<file path="src/rtl/mode_sequencer.sv">
// Mode/operation controller: debounced KEY stepping of MODE, manual or auto-demo OPERATION,
// and an auto-demo scheduler walking all sixteen {MODE,OPERATION} pairs.
module mode_sequencer #(
   parameter int DEBOUNCE_CYCLES = 500000,
   parameter int AUTO_PERIOD     = 50000000
) (
   input  logic       MAX10_CLK1_50,
   input  logic       RST_N,
   input  logic [1:0] KEY,
   input  logic       AUTO_EN,
   input  logic [1:0] SW_OP,
   output logic [1:0] MODE,
   output logic [1:0] OPERATION,
   output logic       AUTO_ACTIVE,
   output logic       STEP
);

   localparam int DW = $clog2(DEBOUNCE_CYCLES + 1);
   localparam int TW = $clog2(AUTO_PERIOD);
   localparam logic [DW-1:0] DB_LAST    = DW'(DEBOUNCE_CYCLES - 1);
   localparam logic [TW-1:0] TIMER_LAST = TW'(AUTO_PERIOD - 1);

   typedef enum logic {MANUAL = 1'b0, AUTO = 1'b1} state_t;

   state_t          state_q, state_n;
   logic [1:0]      key_s1, key_s2;
   logic            auto_s1, auto_s2;
   logic [1:0]      deb, deb_q;
   logic [DW-1:0]   db_cnt [2];
   logic [TW-1:0]   timer_q, timer_n;
   logic [1:0]      mode_q, mode_n, op_q, op_n;
   logic            step_q, step_n;
   logic [1:0]      press;
   logic            chord;

   // Input synchronizers and per-key debounce; deb_q delays deb by one cycle for edge detection.
   always_ff @(posedge MAX10_CLK1_50 or negedge RST_N) begin
      if (!RST_N) begin
         key_s1  <= 2'b11;
         key_s2  <= 2'b11;
         auto_s1 <= 1'b0;
         auto_s2 <= 1'b0;
         deb     <= 2'b11;
         deb_q   <= 2'b11;
         for (int i = 0; i < 2; i++) db_cnt[i] <= '0;
      end else begin
         key_s1  <= KEY;
         key_s2  <= key_s1;
         auto_s1 <= AUTO_EN;
         auto_s2 <= auto_s1;
         deb_q   <= deb;
         for (int i = 0; i < 2; i++) begin
            if (key_s2[i] == deb[i]) begin
               db_cnt[i] <= '0;
            end else if (db_cnt[i] == DB_LAST) begin
               deb[i]    <= key_s2[i];
               db_cnt[i] <= '0;
            end else begin
               db_cnt[i] <= db_cnt[i] + DW'(1);
            end
         end
      end
   end

   assign press = deb_q & ~deb;
   // A press counts as a chord if the other key is already (or simultaneously) down.
   assign chord = (press[0] & ~deb[1]) | (press[1] & ~deb[0]);

   always_ff @(posedge MAX10_CLK1_50 or negedge RST_N) begin
      if (!RST_N) begin
         state_q <= MANUAL;
         mode_q  <= 2'd0;
         op_q    <= 2'd0;
         timer_q <= '0;
         step_q  <= 1'b0;
      end else begin
         state_q <= state_n;
         mode_q  <= mode_n;
         op_q    <= op_n;
         timer_q <= timer_n;
         step_q  <= step_n;
      end
   end

   always_comb begin
      state_n = state_q;
      mode_n  = mode_q;
      op_n    = op_q;
      timer_n = timer_q;
      step_n  = 1'b0;
      case (state_q)
         MANUAL: begin
            if (auto_s2) begin
               state_n = AUTO;
               mode_n  = 2'd0;
               op_n    = 2'd0;
               timer_n = '0;
            end else begin
               op_n = SW_OP;
               if (chord)         mode_n = 2'd0;
               else if (press[0]) mode_n = mode_q + 2'd1;
               else if (press[1]) mode_n = mode_q - 2'd1;
            end
         end
         AUTO: begin
            // Exit outranks both chord reset and timer expiry.
            if (!auto_s2) begin
               state_n = MANUAL;
               timer_n = '0;
            end else if (chord) begin
               mode_n  = 2'd0;
               op_n    = 2'd0;
               timer_n = '0;
            end else if (timer_q == TIMER_LAST) begin
               timer_n        = '0;
               step_n         = 1'b1;
               {mode_n, op_n} = {mode_q, op_q} + 4'd1;
            end else begin
               timer_n = timer_q + TW'(1);
            end
         end
         default: state_n = MANUAL;
      endcase
   end

   assign MODE        = mode_q;
   assign OPERATION   = op_q;
   assign AUTO_ACTIVE = (state_q == AUTO);
   assign STEP        = step_q;

endmodule
</file>
<file path="config.mk">
export PLATFORM = sky130hd
export DESIGN_NAME = mode_sequencer
export DESIGN_NICKNAME = d
export VERILOG_FILES = /design/src/rtl/mode_sequencer.sv
export SDC_FILE = /design/constraint.sdc
export NUM_CORES = 1
export LEC_CHECK = 0
export ABC_CLOCK_PERIOD_IN_PS = 2300
export BUFFER_PORTS_ARGS = -buffer_cell sky130_fd_sc_hd__buf_4
export CAP_MARGIN = 20
export CELL_PAD_IN_SITES_DETAIL_PLACEMENT = 0
export CELL_PAD_IN_SITES_GLOBAL_PLACEMENT = 1
export CORE_ASPECT_RATIO = 0.9
export CORE_MARGIN = 4
export CORE_UTILIZATION = 30
export DETAILED_ROUTE_END_ITERATION = 8
export MAX_ROUTING_LAYER = met4
export PLACE_DENSITY_LB_ADDON = 0.1
export SYNTH_ARGS = -nofsm -noshare
export SYNTH_HDL_FRONTEND = slang
export SYNTH_SLANG_ARGS = --single-unit
</file>
<file path="constraint.sdc">
create_clock -name MAX10_CLK1_50 -period 2.3 [get_ports MAX10_CLK1_50]
set_clock_uncertainty 0.2 [all_clocks]
set_input_delay 0.46 -clock MAX10_CLK1_50 [delete_from_list [all_inputs] [get_ports MAX10_CLK1_50]]
set_output_delay 0.46 -clock MAX10_CLK1_50 [all_outputs]
set_load 0.02 [all_outputs]
</file>
==> impl_metrics.json <==
{
  "rows": 39,
  "pwr-share-comb_pct": 8.1,
  "cts.sinks": 80,
  "cp-start-kind": "register",
  "dpl.hpwl_mm": 6.28,
  "vias_per_cell": 5.02,
  "final_antenna_net_count": 0,
  "cp.arrival_ps": 2200,
  "finalSetupViolCount": 0,
  "postSynthAreaPerCell_um2": 9.53,
  "cp_cell_sequence": "ha_1 > and4_1 > and4_1 > a21o_2 > o31a_1 > a31oi_1",
  "p_seq_share_pct": 47.9,
  "drtIter0Drc": 151,
  "initial_core_util_pct": 31.1,
  "drt-pass1-iter-count": 4,
  "slew_headroom_pct": 60.2,
  "clock_latency_ps": 330,
  "yosysSeqAreaShare_pct": 50.2,
  "synth_edf_count": 0,
  "timing.fmax_mhz": 466,
  "vias": 3110,
  "rr_endpoint": "timer_q[18]",
  "p_int_uw": 2370,
  "grt_max_degree": 39,
  "clk_pin_slew_worst_paths_ps": 60,
  "fin_hold_ws_ps": 28.4,
  "worst_slew_pin_slew_ps": 593,
  "post_dp_cell_area_um2": 4410,
  "fin_crit_sh_pct": 93.2,
  "max_cap_viol_count": 0,
  "gp_congestion": 0.758,
  "yosysUniqueCellTypes": 48,
  "grt_pass1_vias": 3183,
  "fp.dieArea_um2": 15300,
  "htreeDepth": 3,
  "clockBufferDepth": 2,
  "period_minus_slack_ps": 2140,
  "slowest_stage": "dfrtp_1",
  "synth-main-ff-cell": "dfrtp_1",
  "syn_inst": 421,
  "maxSlewViolCount": 0,
  "grt_pass1_wl_mm": 16.1,
  "die_w_um": 130,
  "gr-total-overflow": 0,
  "cts_tree": "yes",
  "coreArea_um2": 12900,
  "grt_usage_pct": 13.4,
  "ios": 13,
  "synthArstFlopShare_pct": 100,
  "wl_mm": 9.21,
  "min_path_type": "input pin to register",
  "cp_common_cell": "and4_1",
  "rrSetupSlack_ps": 160,
  "mostFrequentLayoutCells": "dfrtp_1 (72), nor2_1 (56), nand2_1 (31)",
  "cts_root_buf": "clkbuf_16",
  "rr_worst_depth": 6,
  "hold_viol_final": 0,
  "syn_nets": 432,
  "crit_required_ps": 2360,
  "synth_area_um2": 4010,
  "ys_ff_latch": 80,
  "max-vdd-ir-drop_mv": 0.441,
  "mostFrequentLayoutCell": "dfrtp_1",
  "p_sw_share_pct": 24.2,
  "worstSetupPathType": "register to register",
  "powerDensity_nw_per_um2": 661,
  "area_growth_pct": 17.7,
  "wl_per_cell_um": 14.9,
  "critical_path.max_stage_delay_ps": 410,
  "status": "finished, final reports clean",
  "clkPwrFrac_pct": 44.1,
  "diodes": 0,
  "hold_start": "KEY[0]",
  "min_to": "key_s1[0]",
  "critPathMaxFanout": 10,
  "fillers": 1337,
  "drc": 0,
  "layout.nets": 462,
  "die_h_um": 118,
  "whs_path_depth": 1,
  "numPortBuffers": 12,
  "cts_buffers": 9,
  "drive_above_1_share_pct": 14.7,
  "critPathCaptureType": "register",
  "yosysWarnings": 0,
  "power_leakage_uw": 0.00196,
  "r2r_start": "timer_q[0]",
  "power_switching_uw": 754,
  "final_cell_area_um2": 4720,
  "antenna_found_initial": 0
}
-- power by group through the flow --
stage	registers (uW)	clock network [uW]	logic (uW)
finish	1490	1370	252
global route	1500	1490	284
CTS	1490	1440	258
detailed placement	1520	0	256
global placement	1520	0	256
floorplan	1530	0	114
-- metrics by stage --
stage	power (uW)	setup WS (ps)	std cells	setup TNS [ps]	util (%)
after CTS	3190	116	620	0	36.6
after global routing	3280	-12.7	620	-12.7	36.6
after global placement	1770	121	603	0	34.3
after floorplan	1650	239	421	0	-
after detailed placement	1770	129	603	0	34.3
final	3120	156	620	0	36.6
-- cells in the mapped netlist (2+ instances only) --
library cell | n | share of area (%)
ha_1 | 4 | 1.2
mux2i_1 | 2 | 0.50
nand3_1 | 28 | 3.5
a41oi_1 | 4 | 0.87
inv_1 | 19 | 1.8
nand4_1 | 12 | 1.9
nand2b_1 | 3 | 0.47
and3_1 | 9 | 1.4
xor2_1 | 19 | 4.1
nor3_1 | 11 | 1.4
clkbuf_1 | 7 | 0.66
o211a_1 | 2 | 0.50
o21bai_1 | 2 | 0.37
and4_1 | 10 | 2.2
or3_1 | 7 | 1.1
a31oi_1 | 12 | 1.9
a21oi_1 | 17 | 2.1
xnor2_1 | 18 | 3.9
or2_2 | 2 | 0.31
and2_1 | 4 | 0.62
o31ai_1 | 2 | 0.37
nand2_1 | 31 | 2.9
nor4_1 | 4 | 0.62
buf_2 | 5 | 0.62
nor2_1 | 57 | 5.3
dfrtp_1 | 72 | 45
nor4_2 | 2 | 0.62
o21ai_0 | 21 | 2.6
mux2_2 | 3 | 0.84
a22o_1 | 2 | 0.44
dfstp_2 | 8 | 5.2
nor4b_1 | 3 | 0.66
o22ai_1 | 2 | 0.31
a21o_1 | 3 | 0.56
-- final cells by class --
class | instances | area [um2] | share of cell area (%)
tap | 164 | 205 | 4.35
clock inverter | 3 | 15.0 | 0.318
inverter | 19 | 71.3 | 1.51
multi-input combinational | 310 | 1890 | 40.0
sequential | 80 | 2010 | 42.6
clock buffer | 13 | 270 | 5.73
timing repair buffer | 31 | 260 | 5.51
-- worst max-delay path: cells and delay by family, from the launching register on --
kind | cells | cell delay (ps)
simple gates | 2 | 480
fa+ha+maj | 1 | 220
flops | 1 | 410
compound gates | 3 | 760
-- repair_timing --
item                                    4_1_cts  5_1_grt
hold buffers                                  1        0
resized for setup                             0        3
endpoints found under the hold margin        22        0
endpoints found under the setup margin        0       12
buffers inserted                              0        0
-- layer usage --
| metal | GRT usage [%] | wire, um |
|---|---|---|
| met1 | 18.4 | 4760 |
| met2 | 19.5 | 4080 |
| met3 | 3.86 | 254 |
| met4 | 3.77 | 108 |
| met5 | - | 0 |
-- sequential cells by signal, indices dropped and copies added, names as in the netlist, 2 cells and up --
signal / count
MODE: 2
OPERATION: 2
db_cnt: 38
deb: 2
deb_q: 2
key_s1: 2
key_s2: 2
timer_q: 26
-- how the worst max path moves through the flow --
stage	startpoint	endpoint	slack (ps)
6_report	timer_q[0]	timer_q[18]	160
5_1_grt	timer_q[16]	OPERATION[1]	-10
4_1_cts	timer_q[0]	timer_q[18]	120
3_5_place_dp	timer_q[0]	timer_q[18]	130
3_3_place_gp	timer_q[8]	OPERATION[1]	120
2_1_floorplan	timer_q[0]	timer_q[21]	240
-- kinds of logic after synthesis --
logic type | after synthesis | synth area share (%)
buf+inv | 31 | 3.06
compound gates | 77 | 12.1
xor+xnor | 37 | 8.08
mux | 5 | 1.34
simple gates | 187 | 24.0
flops | 80 | 50.2
fa+ha+maj | 4 | 1.25
(Power assumes the default switching activity.)
